$ cat src/rtl/input_debounce.sv
// input_debounce: synchronizes a raw asynchronous input and debounces it into a clean level with rise/fall pulses.
// Optional rejected-bounce counter (glitch_clr/glitch_cnt) is enabled by defining INPUT_DEBOUNCE_GLITCH_CNT_EN.
module input_debounce #(
   parameter int SYNC_STAGES     = 2,
   parameter int DEBOUNCE_CYCLES = 4
) (
   input  logic       clk,
   input  logic       reset,
   input  logic       din,
`ifdef INPUT_DEBOUNCE_GLITCH_CNT_EN
   input  logic       glitch_clr,
   output logic [7:0] glitch_cnt,
`endif
   output logic       dout,
   output logic       rise,
   output logic       fall,
   output logic       busy
);
   localparam int CNT_W = $clog2(DEBOUNCE_CYCLES);
   localparam logic [CNT_W-1:0] CNT_MAX = CNT_W'(DEBOUNCE_CYCLES - 1);

   if (SYNC_STAGES < 2) begin : g_bad_sync
      $error("input_debounce: SYNC_STAGES must be >= 2");
   end
   if (DEBOUNCE_CYCLES < 2) begin : g_bad_deb
      $error("input_debounce: DEBOUNCE_CYCLES must be >= 2");
   end

   typedef enum logic [1:0] {LO, QUAL_HI, HI, QUAL_LO} state_t;

   state_t                 state_q, state_d;
   logic [SYNC_STAGES-1:0] sync_q, sync_d;
   logic [CNT_W-1:0]       cnt_q, cnt_d;
   logic                   dout_q, dout_d, rise_q, rise_d, fall_q, fall_d, busy_q, busy_d;
   logic                   s;

   assign s = sync_q[SYNC_STAGES-1];

   always_comb begin
      sync_d  = {sync_q[SYNC_STAGES-2:0], din};
      state_d = state_q;
      cnt_d   = cnt_q;
      dout_d  = dout_q;
      rise_d  = 1'b0;
      fall_d  = 1'b0;
      case (state_q)
         LO: if (s) begin
            state_d = QUAL_HI;
            cnt_d   = CNT_W'(1);
         end
         QUAL_HI: if (!s) begin
            state_d = LO;
            cnt_d   = '0;
         end else if (cnt_q == CNT_MAX) begin
            state_d = HI;
            dout_d  = 1'b1;
            rise_d  = 1'b1;
            cnt_d   = '0;
         end else cnt_d = cnt_q + CNT_W'(1);
         HI: if (!s) begin
            state_d = QUAL_LO;
            cnt_d   = CNT_W'(1);
         end
         QUAL_LO: if (s) begin
            state_d = HI;
            cnt_d   = '0;
         end else if (cnt_q == CNT_MAX) begin
            state_d = LO;
            dout_d  = 1'b0;
            fall_d  = 1'b1;
            cnt_d   = '0;
         end else cnt_d = cnt_q + CNT_W'(1);
         default: begin
            state_d = LO;
            dout_d  = 1'b0;
            cnt_d   = '0;
         end
      endcase
      busy_d = (state_d == QUAL_HI) || (state_d == QUAL_LO);
   end

`ifdef INPUT_DEBOUNCE_GLITCH_CNT_EN
   logic [7:0] glitch_q, glitch_d;
   logic       abort;
   // An abort is any qualification that sees the original level again before acceptance.
   assign abort = (state_q == QUAL_HI && !s) || (state_q == QUAL_LO && s);
   always_comb
      glitch_d = glitch_clr ? 8'd0 : (abort && glitch_q != 8'hff) ? glitch_q + 8'd1 : glitch_q;
   assign glitch_cnt = glitch_q;
`endif

   always_ff @(posedge clk or posedge reset) begin
      if (reset) begin
         state_q  <= LO;
         sync_q   <= '0;
         cnt_q    <= '0;
         dout_q   <= 1'b0;
         rise_q   <= 1'b0;
         fall_q   <= 1'b0;
         busy_q   <= 1'b0;
`ifdef INPUT_DEBOUNCE_GLITCH_CNT_EN
         glitch_q <= 8'd0;
`endif
      end else begin
         state_q  <= state_d;
         sync_q   <= sync_d;
         cnt_q    <= cnt_d;
         dout_q   <= dout_d;
         rise_q   <= rise_d;
         fall_q   <= fall_d;
         busy_q   <= busy_d;
`ifdef INPUT_DEBOUNCE_GLITCH_CNT_EN
         glitch_q <= glitch_d;
`endif
      end
   end

   assign dout = dout_q;
   assign rise = rise_q;
   assign fall = fall_q;
   assign busy = busy_q;
endmodule
$ cat config.mk
export PLATFORM = sky130hd
export DESIGN_NAME = input_debounce
export DESIGN_NICKNAME = d
export VERILOG_FILES = /design/src/rtl/input_debounce.sv
export SDC_FILE = /design/constraint.sdc
export NUM_CORES = 1
export LEC_CHECK = 0
export BUFFER_PORTS_ARGS = -buffer_cell sky130_fd_sc_hd__buf_2
export CORE_AREA = 2 2 39 41
export CTS_CLUSTER_SIZE = 28
export DETAILED_ROUTE_END_ITERATION = 7
export DIE_AREA = 0 0 41 43
export PLACE_DENSITY_LB_ADDON = 0.3
export SLEW_MARGIN = 20
export SYNTH_ARGS = -nofsm -noshare
export SYNTH_HDL_FRONTEND = slang
export SYNTH_SLANG_ARGS = --single-unit
$ cat constraint.sdc
create_clock -name clk -period 1.1 [get_ports clk]
set_clock_uncertainty 0.15 [all_clocks]
set_input_delay 0.22 -clock clk [delete_from_list [all_inputs] [get_ports clk]]
set_output_delay 0.22 -clock clk [all_outputs]
set_load 0.02 [all_outputs]
Word level (Yosys, flattened, before mapping)
Index checks and enable logic that the tools add are counted.
{"block": "word_totals", "latch_bits": 0, "in_bits": 3, "word_cells": 48, "output_inout_bits": 4, "romBits": 0, "register_bits": 10, "ram_bits": 0, "memories": 0}
{"block": "classes", "shift": 0, "n_mux": 23, "n_bitwise": 0, "mul": 0, "order_cmp": 0, "eq_ne": 12, "addsub": 1, "div": 0, "n_reduce_logical": 5}
{"cell": "$mux 2", "n": 11}
{"cell": "$pmux 2 s4", "n": 2}
{"cell": "$ne 2x2->1 const B", "n": 6}
{"cell": "$mux 1", "n": 9}
{"cell": "$eq 2x2->1 const B", "n": 4}
{"cell": "$reduce_and 5->1", "n": 1}
{"cell": "$eq 2x1->1 const B", "n": 2}
{"cell": "$add 2x1->2 const B", "n": 1}
{"cell": "$logic_not 2->1", "n": 1}
{"cell": "$pmux 1 s2", "n": 1}
{"cell": "$reduce_and 2->1", "n": 1}
{"cell": "$reduce_bool 2->1", "n": 1}
{"cell": "$logic_or 1x1->1", "n": 1}

Depth between registers and ports, before layout
Gate-level depths: netlist of the first run.
{"block": "logic_depth", "ltp_word": 6, "depth_mapped": 4, "ltp_nobuf": 4}

Least setup slack after synthesis of the first run
Ideal clock, no wire load.
{"block": "synth_timing", "kind": "register -> register", "start": "register state_q[0]", "end": "register dout_q (netlist: dout)", "n_path_buf": 0, "path_stages_with_launch": 4, "setup_time_ns": 0.133, "t_arrival_ns": 0.867, "slack_ns": -0.050, "period_less_slack_ns": 1.150, "t_required_ns": 0.817, "path_cell_list": "dfrtp_1 nand2_1 o31ai_1 o21ai_0"}
{"block": "synth_between", "elab_chain_len": 3, "elab_cells_between_ends": 9, "cone_classes": "eq/ne (6); mux (1); reduce/logical (2)"}
{"element": "start, declared", "line_no": "31", "text": "state_t state_q, state_d;"}
{"element": "start signal, assigned", "line_no": "105", "text": "state_q <= state_d;"}
{"element": "$eq 2x1->1 / $eq 2x2->1 (equally long branches)", "line_no": "46", "text": "case (state_q)"}
{"element": "$ne 2x2->1 (no source line) / $reduce_bool 2->1 (equally long branches)"}
{"element": "$reduce_and 5->1 (no source line)"}
{"element": "end signal, assigned", "line_no": "108", "text": "dout_q <= dout_d;"}
{"element": "end, declared", "line_no": "34", "text": "logic dout_q, dout_d, rise_q, rise_d, fall_q, fall_d, busy_q, busy_d;"}
Parallel ways exist; a longest one is shown, timed or not.
A chain may end at the register's enable or synchronous reset.

==> out/metrics.csv, run 1 <==
stage,metric,value,unit
status,status,"complete, but fails checks",
status,failing checks,setup timing,
die,Row Count,14,
critical_path,r2r setup slk,-60,ps
clock_tree,clk_lat worst skew,270,ps
critical_path,"Max FO, Critical Path",2,
routing,Detailed Route WL,593,µm
finish,nets,51,
critical_path,Worst R2R Path Depth,4,
timing,fin worst setup slack,-73.8,ps
logic_synthesis,Post-Synth Simple-Gate Area,0.125,
critical_path,Startpoint Class,flop,
global_routing,first-pass GRT wire length,1110,µm
finish,"most common cell after layout, fill and taps aside",dfrtp_1,
routing,Antenna Nets Post-Route,0,
global_routing,pin count of the biggest net entering global routing,10,
routing,via count,245,
critical_path,max incr delay on CP,410,ps
worst_hold_path,Hold Path Class,flop to flop,
finish,"commonest cells after routing, fill and taps aside","dfrtp_1, buf_6, buf_4",
finish,post-route insts no fill,61,
timing,crit share post-route,1.07,
worst_hold_path,Hold Crit Depth,0,
timing,Fmax,852,MHz
timing,fin. max-slew vios,0,
global_routing,grt peak-use layer,met1,
timing,min cycle time layout,1170,ps
finish,area of the multi-input gates,141,µm²
timing,RSZ-0062 raised after global routing,yes,
die,Initial Utilization,0.247,
critical_path,Crit Path Category,flop to primary output,
timing,"Hold Vio Cnt, Final",0,
logic_synthesis,mux contribution to synthesized area,0,
placed_design,pre-CTS setup slack,-60.0,ps
die,core region area,1380,µm²
die,I/O pin total,7,
worst_hold_path,hold endpoint,sync_q[1]$_DFF_PP0_,
timing,Final setup viols,5,
routing,drt wl/cell,9.72,µm
clock_tree,CTS root buf,clkbuf_4,
global_routing,met1 Use GR,0.141,
global_routing,grt ovf,0,
clock_tree,"Clk pin slew, worst setup/hold paths",60,ps
placed_design,gpl congestion,0.717,
global_routing,GRT Total Usage,0.104,
clock_tree,htree depth,1,
placed_design,port buffer count,6,
pwr,Cell Pwr Density,2230,nW/µm²
die,die width,41,µm
clock_tree,total CTS buffers,3,
finish,Synth-to-Final Area Change,54.9,%
logic_synthesis,"Seq/Total Area, Yosys",0.659,
placed_design,dpl cell area,408,µm²
logic_synthesis,Synth Area in Adders,0.0733,
global_routing,routing usage on met3,0.0314,
routing,DR iter-0 viols,0,
placed_design,DP HPWL,400,µm
routing,DRC violations left,0,
clock_tree,deepest clock path buffer count,2,
routing,vias per cell,4.02,
logic_synthesis,largest family of logic cells by synthesized area,simple AND/OR/NAND/NOR gates,
flow_run,max cap viols,0,
logic_synthesis,syn_nets,34,
timing,worst slew pin tran,346,ps
pwr,P_leak,0.244,nW
critical_path,Setup crit end kind,primary output,
critical_path,Crit path required time,730,ps
critical_path,Worst R2R End,dout$_DFFE_PP0P_,
critical_path,CP bufs+invs,1,
finish,fin area,529,µm²
placed_design,placed insts,53,
critical_path,Crit path max-delay family,flip-flops,
finish,layout cell share with drive strength beyond 1,0.489,
timing,max_slew headroom,0.769,
global_routing,initial antenna violation count,0,
worst_hold_path,Hold Startpoint,sync_q[0]$_DFF_PP0_,
logic_synthesis,xor/xnor share of the synthesized area,0.0256,
global_routing,vias in the first global route,258,
logic_synthesis,synth warn,0,
critical_path,Worst Path Arrival,800,ps
routing,DR pass1 iterations,1,
finish,Fillers,137,
logic_synthesis,Mean Syn Cell Area,11.8,µm²
logic_synthesis,post-synth cell types,13,
finish,# diodes,0,
logic_synthesis,Compound-Gate Fraction of Synth Area,0.0952,
clock_tree,clock sink count,9,
logic_synthesis,Synth Instances,29,
timing,setup_tns,-278,ps
critical_path,RR Startpoint,cnt_q[1]$_DFFE_PP0P_,
logic_synthesis,number of synthesized register bits,9,
global_routing,M2 GR Usage,0.122,
timing,Hold Slack,200,ps
clock_tree,CTS tree,built,
pwr,Peak VDD IR,0.536,mV
logic_synthesis,Mapped Area,342,µm²
die,die height,43,µm
critical_path,slowest CP cell,dfrtp_2,
finish,register area,228,µm²
critical_path,CP cell instances,buf_6,
die,die footprint,1760,µm²
-- registers in the layout, indices dropped and copies added (netlist names) --
signal / flops
rise: 1
sync_q: 2
fall: 1
state_q: 2
cnt_q: 2
dout: 1
-- layer usage --
metal / vias up / share of wire
li1: 128 / -
met1: 108 / 0.47
met2: 7 / 0.45
met3: 2 / 0.049
met4: 0 / 0.022
met5: - / 0
-- cells in the mapped netlist --
| cell | number | share of area |
|---|---|---|
| and2_2 | 1 | 0.022 |
| o31ai_1 | 1 | 0.022 |
| ha_1 | 2 | 0.073 |
| dfrtp_1 | 9 | 0.66 |
| inv_1 | 2 | 0.022 |
| a21oi_1 | 3 | 0.044 |
| nand2_1 | 3 | 0.033 |
| xor2_1 | 1 | 0.026 |
| nor3_1 | 1 | 0.015 |
| o21ai_0 | 2 | 0.029 |
| nor2_1 | 2 | 0.022 |
| nand2b_1 | 1 | 0.018 |
| nand3_1 | 1 | 0.015 |
-- layout make-up --
type	instances	share of cell area
Timing Repair Buffer	12	0.199
Tap cell	16	0.0378
Sequential cell	9	0.430
Inverter	2	0.0142
Multi-Input combinational cell	18	0.267
Clock buffer	3	0.0426
Clock inverter	1	0.00946
-- power by group --
group | internal (mW) | total (mW) | switching (mW)
sequential | 0.417 | 0.498 | 0.0815
clock | 0.135 | 0.260 | 0.125
combinational | 0.231 | 0.419 | 0.188
-- worst max path at each step --
stage                             endpoint                  from  slack [ps]  depth (start not counted)
final                                 busy  state_q[0]$_DFF_PP0_         -70                          1
after floorplan           dout$_DFFE_PP0P_  cnt_q[0]$_DFFE_PP0P_         -10                          4
after detailed placement  dout$_DFFE_PP0P_  cnt_q[1]$_DFFE_PP0P_         -60                          4
after CTS                             dout      dout$_DFFE_PP0P_         -80                          1
after global routing      dout$_DFFE_PP0P_  cnt_q[1]$_DFFE_PP0P_        -150                          4
after global placement    dout$_DFFE_PP0P_  cnt_q[0]$_DFFE_PP0P_         -40                          4
-- metrics by stage --
step                       util  power [mW]
after floorplan               -       0.662
after global placement    0.295       0.770
after detailed placement  0.295       0.775
after CTS                 0.363        1.13
after global routing      0.382        1.27
final                     0.382        1.18
-- logic make-up (layout without fill, tap and decap cells) --
logic type      Yosys count  count (layout)
flops                     9               9
simple gates              9               9
compound gates            6               6
fa+ha+maj                 2               2
buf+inv                   2              18
xor+xnor                  1               1
-- what timing repair did --
action	CTS	global route
setup buffers	1	1
hold buffers	2	0
setup endpoints to repair	9	9
hold endpoints to repair	10	0
pin swaps	3	3
gates resized for setup	13	4
No activity file was read; power rests on OpenSTA's default activity.
==> run 2, diff against run 1 <==
--- a/config.mk
+++ b/config.mk
@@ -10,6 +10,7 @@
 export CTS_CLUSTER_SIZE = 28
 export DETAILED_ROUTE_END_ITERATION = 7
 export DIE_AREA = 0 0 41 43
+export GPL_TIMING_DRIVEN = 0
 export PLACE_DENSITY_LB_ADDON = 0.3
 export SLEW_MARGIN = 20
 export SYNTH_ARGS = -nofsm -noshare
==> run 2 against run 1 <==
The run still ends with setup timing left. Wire length down 11%. Power down 6.4%. Register-to-register slack about the same. Design area down 6.4%. Core utilization down 2.4 points. Final cell count down 3.3%. Critical path depth unchanged. Sequential power down 2%. Non-clock buffer count down 2. Clock power down 3%. Count of clock-buffer cells in the layout up 1. Sequential share of layout area up 2.9 points. Largest power group unchanged.
==> out/metrics.csv, run 2 (synthesis gave the netlist of run 1 again) <==
stage,metric,value,unit,change
global_routing,initial antenna violation count,0,,unchanged
finish,nets,49,,-3.9%
global_routing,pin count of the biggest net entering global routing,10,,unchanged
routing,vias per cell,4.19,,+4.2%
timing,crit share post-route,1.06,,-0.00269
routing,DR iter-0 viols,1,,+1
global_routing,vias in the first global route,260,,+0.78%
pwr,P_sw,0.355,mW,-10%
timing,fin worst setup slack,-70.9,ps,+2.96 ps
clock_tree,CTS tree,built,,
pwr,P_leak,0.230,nW,-5.8%
global_routing,grt ovf,0,,unchanged
critical_path,r2r setup slk,-70,ps,about the same
critical_path,Worst R2R End,dout$_DFFE_PP0P_,,
routing,DRC violations left,0,,unchanged
clock_tree,CTS root buf,clkbuf_4,,
die,I/O pin total,7,,unchanged
pwr,Seq pwr share,0.443,,+0.020
finish,Synth-to-Final Area Change,45.1,%,
placed_design,DP HPWL,377,µm,-5.7%
pwr,Cell Pwr Density,2220,nW/µm²,about the same
global_routing,first-pass GRT wire length,1000,µm,-9.9%
critical_path,"Max FO, Critical Path",2,,unchanged
timing,min cycle time layout,1170,ps,-2.96 ps
routing,via count,247,,+0.82%
critical_path,Critical Path Sink,busy,,
timing,max_slew headroom,0.785,,+0.0161
critical_path,slowest CP cell,dfrtp_2,,
pwr,sw frac,0.322,,-0.0133
critical_path,Startpoint Class,flop,,
status,failing checks,setup timing,,
critical_path,stages on the worst setup path,1,,unchanged
die,die footprint,1760,µm²,unchanged
die,Initial Utilization,0.247,,unchanged
critical_path,CP bufs+invs,1,,unchanged
placed_design,placed insts,51,,-3.8%
routing,DR pass1 iterations,2,,+1
clock_tree,total CTS buffers,3,,unchanged
placed_design,port buffer count,6,,unchanged
clock_tree,deepest clock path buffer count,2,,unchanged
critical_path,Critical path origin,state_q[0]$_DFF_PP0_,,
finish,biggest regs,"cnt_q x2, state_q x2, sync_q x2",,
critical_path,Worst R2R Path Depth,4,,unchanged
clock_tree,"Clk pin slew, worst setup/hold paths",60,ps,about the same
critical_path,Crit path required time,730,ps,about the same
placed_design,pre-CTS setup slack,-80.2,ps,-20.2 ps
timing,Fmax,854,MHz,+0.25%
critical_path,RR Startpoint,cnt_q[0]$_DFFE_PP0P_,,
clock_tree,htree depth,1,,unchanged
pwr,Logic pwr share,0.328,,-0.028
timing,Hold Slack,197,ps,-3.02 ps
clock_tree,clk_lat worst skew,260,ps,about the same
finish,layout cell share with drive strength beyond 1,0.395,,-0.0935
timing,Final setup viols,6,,+1
critical_path,Crit Path Category,flop to primary output,,
critical_path,CP cell instances,buf_6,,
status,status,"complete, but fails checks",,
placed_design,gpl congestion,0.645,,-10%
finish,# diodes,0,,unchanged
critical_path,max incr delay on CP,410,ps,about the same
die,Row Count,14,,unchanged
die,die height,43,µm,unchanged
critical_path,Crit path max-delay family,flip-flops,,
timing,worst slew pin tran,322,ps,-24.2 ps
pwr,Peak VDD IR,0.743,mV,+39%
finish,"commonest cells after routing, fill and taps aside","dfrtp_1, buf_6, a21oi_1, clkbuf_4",,
critical_path,Worst Path Arrival,800,ps,about the same
timing,RSZ-0062 raised after global routing,yes,,
clock_tree,clock sink count,9,,unchanged
global_routing,GRT Total Usage,0.0978,,-0.00600
routing,Detailed Route WL,526,µm,-11%
routing,drt wl/cell,8.92,µm,-8.3%
die,core region area,1380,µm²,unchanged
finish,post-route insts no fill,59,,-3.3%
critical_path,Setup crit end kind,primary output,,
flow_run,max cap viols,0,,unchanged
pwr,cell-internal power,0.747,mW,-4.5%
worst_hold_path,Hold Path Class,flop to flop,,
die,die width,41,µm,unchanged
pwr,Clk network pwr share,0.229,,+0.008
timing,"Hold Vio Cnt, Final",0,,unchanged
timing,fin. max-slew vios,0,,unchanged
finish,"most common cell after layout, fill and taps aside",dfrtp_1,,
routing,Antenna Nets Post-Route,0,,unchanged
run 2: area by class of cell:
type / count / area, µm²
Inverter: 2 / 7.51
Multi-Input combinational cell: 18 / 124
Sequential cell: 9 / 228
Tap cell: 16 / 20.0
Fill cell: 152 / 888
Clock buffer: 4 / 26.3
Timing Repair Buffer: 10 / 90.1
run 2: routing by layer:
layer / part of all wire / up-vias / global-route usage / wire (µm)
met2: 0.45 / 8 / 0.113 / 239
met3: 0.048 / 5 / 0.0471 / 25
li1: - / 122 / - / -
met5: 0 / - / 0 / 0
met1: 0.43 / 112 / 0.111 / 227
met4: 0.065 / 0 / 0.120 / 34
run 2: metrics by stage:
step	utilization	TNS (ps)	total power [mW]	instance area (µm²)
final	0.358	-267	1.10	495
after global routing	0.358	-709	1.20	495
after CTS	0.354	-361	1.12	489
after detailed placement	0.284	-212	0.742	393
after global placement	0.284	-147	0.734	393
after floorplan	-	-12.9	0.662	343
run 2: worst min path at each step:
| stage | from | end | cells past startpoint | slack (ps) |
|---|---|---|---|---|
| 3_3_place_gp | reset | cnt_q[1]$_DFFE_PP0P_ | 2 | 50 |
| 2_1_floorplan | reset | cnt_q[0]$_DFFE_PP0P_ | 1 | -100 |
| 3_5_place_dp | reset | cnt_q[1]$_DFFE_PP0P_ | 2 | 50 |
| 4_1_cts | sync_q[0]$_DFF_PP0_ | sync_q[1]$_DFF_PP0_ | 0 | 200 |
| 6_report | sync_q[0]$_DFF_PP0_ | sync_q[1]$_DFF_PP0_ | 0 | 200 |
| 5_1_grt | sync_q[0]$_DFF_PP0_ | sync_q[1]$_DFF_PP0_ | 0 | 210 |
run 2: power by group through the flow:
stage	sequential, mW	combinational, mW	clock (mW)
floorplan	0.526	0.137	0
CTS	0.487	0.360	0.271
global placement	0.494	0.240	0
detailed placement	0.497	0.245	0
finish	0.489	0.361	0.252
global route	0.499	0.416	0.285
run 2: what timing repair did:
action	in CTS	in global routing
hold buffers	2	0
setup buffers	2	0
pin swaps	2	2
endpoints found under the hold margin	10	0
setup endpoints to repair	9	10
gates resized for setup	11	2
==> run 3, diff against run 2 <==
--- a/config.mk
+++ b/config.mk
@@ -11,7 +11,6 @@
 export DETAILED_ROUTE_END_ITERATION = 7
 export DIE_AREA = 0 0 41 43
 export GPL_TIMING_DRIVEN = 0
-export PLACE_DENSITY_LB_ADDON = 0.3
 export SLEW_MARGIN = 20
 export SYNTH_ARGS = -nofsm -noshare
 export SYNTH_HDL_FRONTEND = slang
==> run 3 against run 2 <==
The run still ends with setup timing left. Die area unchanged. Power grew 0.53%. Combinational power increased by 7.8%. Hold slack got worse by 2.1 ps. First-iteration DRC count grew 100%. Critical path depth is 3 higher. Sequential power shrank 1%. Global-route usage is 2.1 points lower. Largest cell class unchanged.
==> out/metrics.csv, run 3 (synthesis gave the netlist of run 1 again) <==
stage,metric,value,unit,change
global_routing,first-pass GRT wire length,848,µm,-15%
finish,area of the multi-input gates,121,µm²,-2.0%
die,die width,41,µm,unchanged
finish,nets,51,,+4.1%
critical_path,RR Startpoint,cnt_q[0]$_DFFE_PP0P_,,
critical_path,Startpoint Class,flop,,
finish,"most common cell after layout, fill and taps aside",dfrtp_1,,
critical_path,Worst R2R Path Depth,4,,unchanged
status,failing checks,setup timing,,
routing,Antenna Nets Post-Route,0,,unchanged
pwr,Peak VDD IR,1.14,mV,+54%
finish,# diodes,0,,unchanged
timing,Final setup viols,5,,-1
timing,"Hold Vio Cnt, Final",0,,unchanged
timing,Fmax,864,MHz,+1.1%
die,core region area,1380,µm²,unchanged
critical_path,r2r setup slk,-60,ps,about the same
routing,DR iter-0 viols,2,,+1
global_routing,pin count of the biggest net entering global routing,10,,unchanged
clock_tree,deepest clock path buffer count,2,,unchanged
critical_path,Setup crit end kind,flop,,
routing,met3 routed WL,49,µm,+96%
routing,top sig layer,met3,,
routing,DRC violations left,0,,unchanged
timing,max_slew headroom,0.788,,+0.00267
timing,worst slew pin tran,318,ps,-4.00 ps
pwr,Cell Pwr Density,2180,nW/µm²,-1.9%
clock_tree,CTS root buf,clkbuf_4,,
status,status,"complete, but fails checks",,
timing,setup_tns,-180,ps,+87.0 ps
critical_path,"Max FO, Critical Path",3,,+1
die,die footprint,1760,µm²,unchanged
critical_path,Worst Path Arrival,1140,ps,+340 ps
die,Initial Utilization,0.247,,unchanged
clock_tree,"Clk pin slew, worst setup/hold paths",60,ps,about the same
critical_path,Critical path origin,cnt_q[0]$_DFFE_PP0P_,,
global_routing,GRT Total Usage,0.0763,,-0.0215
die,die height,43,µm,unchanged
global_routing,grt ovf,0,,unchanged
critical_path,max incr delay on CP,380,ps,-30 ps
global_routing,vias in the first global route,203,,-22%
clock_tree,total CTS buffers,3,,unchanged
placed_design,port buffer count,6,,unchanged
routing,drt wl/cell,7.85,µm,-12%
finish,register area,228,µm²,unchanged
worst_hold_path,Hold Path Class,flop to flop,,
routing,Post-Route M1 WL,209,µm,-7.9%
pwr,Overall Power,1.11,mW,+0.53%
critical_path,Worst R2R End,dout$_DFFE_PP0P_,,
clock_tree,clock sink count,9,,unchanged
routing,DR pass1 iterations,2,,unchanged
clock_tree,htree depth,1,,unchanged
flow_run,max cap viols,0,,unchanged
timing,fin. max-slew vios,0,,unchanged
critical_path,slowest CP cell,dfrtp_1,,
finish,Synth-to-Final Area Change,48.7,%,
routing,DR WL met2,220,µm,-7.9%
routing,via count,244,,-1.2%
die,Row Count,14,,unchanged
finish,Fillers,134,,-12%
timing,RSZ-0062 raised after global routing,yes,,
critical_path,Crit path required time,1080,ps,+350 ps
timing,crit share post-route,1.05,,-0.0121
routing,Detailed Route WL,479,µm,-8.9%
finish,layout cell share with drive strength beyond 1,0.422,,+0.0269
timing,min cycle time layout,1160,ps,-13.3 ps
placed_design,gpl congestion,0.666,,+3.2%
die,I/O pin total,7,,unchanged
global_routing,initial antenna violation count,0,,unchanged
clock_tree,clk_lat worst skew,250,ps,about the same
critical_path,Critical Path Sink,dout$_DFFE_PP0P_,,
pwr,P_leak,0.236,nW,+2.5%
timing,fin worst setup slack,-57.6,ps,+13.3 ps
critical_path,CP cell instances,ha_2 > nand2_2 > o31ai_1 > o21ai_1,,
finish,biggest regs,"cnt_q x2, state_q x2, sync_q x2",,
clock_tree,CTS tree,built,,
routing,vias per cell,4.00,,-4.5%
finish,"commonest cells after routing, fill and taps aside","dfrtp_1, buf_6, buf_4",,
critical_path,Crit Path Category,flop to flop,,
timing,Hold Slack,195,ps,-2.15 ps
run 3: cell count changes in the layout (fill, tap and decap cells not counted):
cell,change
buf_4,+2
ha_1,-1
ha_2,+1
o31ai_1,+1
o31ai_2,-1
run 3: metrics by stage:
| step | utilization | area (µm²) | cells | setup WS [ps] |
|---|---|---|---|---|
| 3_3_place_gp | 0.284 | 393 | 51 | -50.0 |
| 3_5_place_dp | 0.284 | 393 | 51 | -65.3 |
| 5_1_grt | 0.367 | 508 | 61 | -105 |
| 2_1_floorplan | - | 343 | 29 | -12.9 |
| 6_report | 0.367 | 508 | 61 | -57.6 |
| 4_1_cts | 0.367 | 508 | 61 | -71.0 |
run 3: worst min path at each step:
stage	start	to	depth (start not counted)	slack (ps)
after detailed placement	reset	sync_q[0]$_DFF_PP0_	2	40
after global routing	sync_q[0]$_DFF_PP0_	sync_q[1]$_DFF_PP0_	0	220
after CTS	sync_q[0]$_DFF_PP0_	sync_q[1]$_DFF_PP0_	0	200
final	sync_q[0]$_DFF_PP0_	sync_q[1]$_DFF_PP0_	0	190
after floorplan	reset	cnt_q[0]$_DFFE_PP0P_	1	-100
after global placement	reset	cnt_q[0]$_DFFE_PP0P_	2	40
run 3: final cells by class:
type | count | share of cell area
well taps | 16 | 0.0394
repair buffers | 12 | 0.207
clock buffers | 4 | 0.0517
multi-input cells | 18 | 0.239
flip-flops and latches | 9 | 0.448
inverters | 2 | 0.0148
run 3: routing by layer:
| metal | vias to the layer above | track usage |
|---|---|---|
| li1 | 126 | - |
| met1 | 109 | 0.0973 |
| met2 | 9 | 0.0875 |
| met3 | 0 | 0.0785 |
| met4 | 0 | 0.0200 |
| met5 | - | 0 |
run 3: what timing repair did:
item,CTS,global route
endpoints found under the setup margin,9,9
resized for setup,13,0
pin swaps,1,1
setup buffers,4,0
hold buffers,2,0
endpoints found under the hold margin,10,0
run 3: critical path: cells and delay by family (launching register included):
kind                       cells  cell delay [ps]
AOI/OAI and AO/OA              2              270
adders and majority gates      1              190
and+or+nand+nor                1               60
DFF                            1              380
run 3: power breakdown:
group / internal [mW] / switching, mW / total, mW
Combinational: 0.212 / 0.177 / 0.389
Clock: 0.139 / 0.0984 / 0.237
Sequential: 0.417 / 0.0649 / 0.482
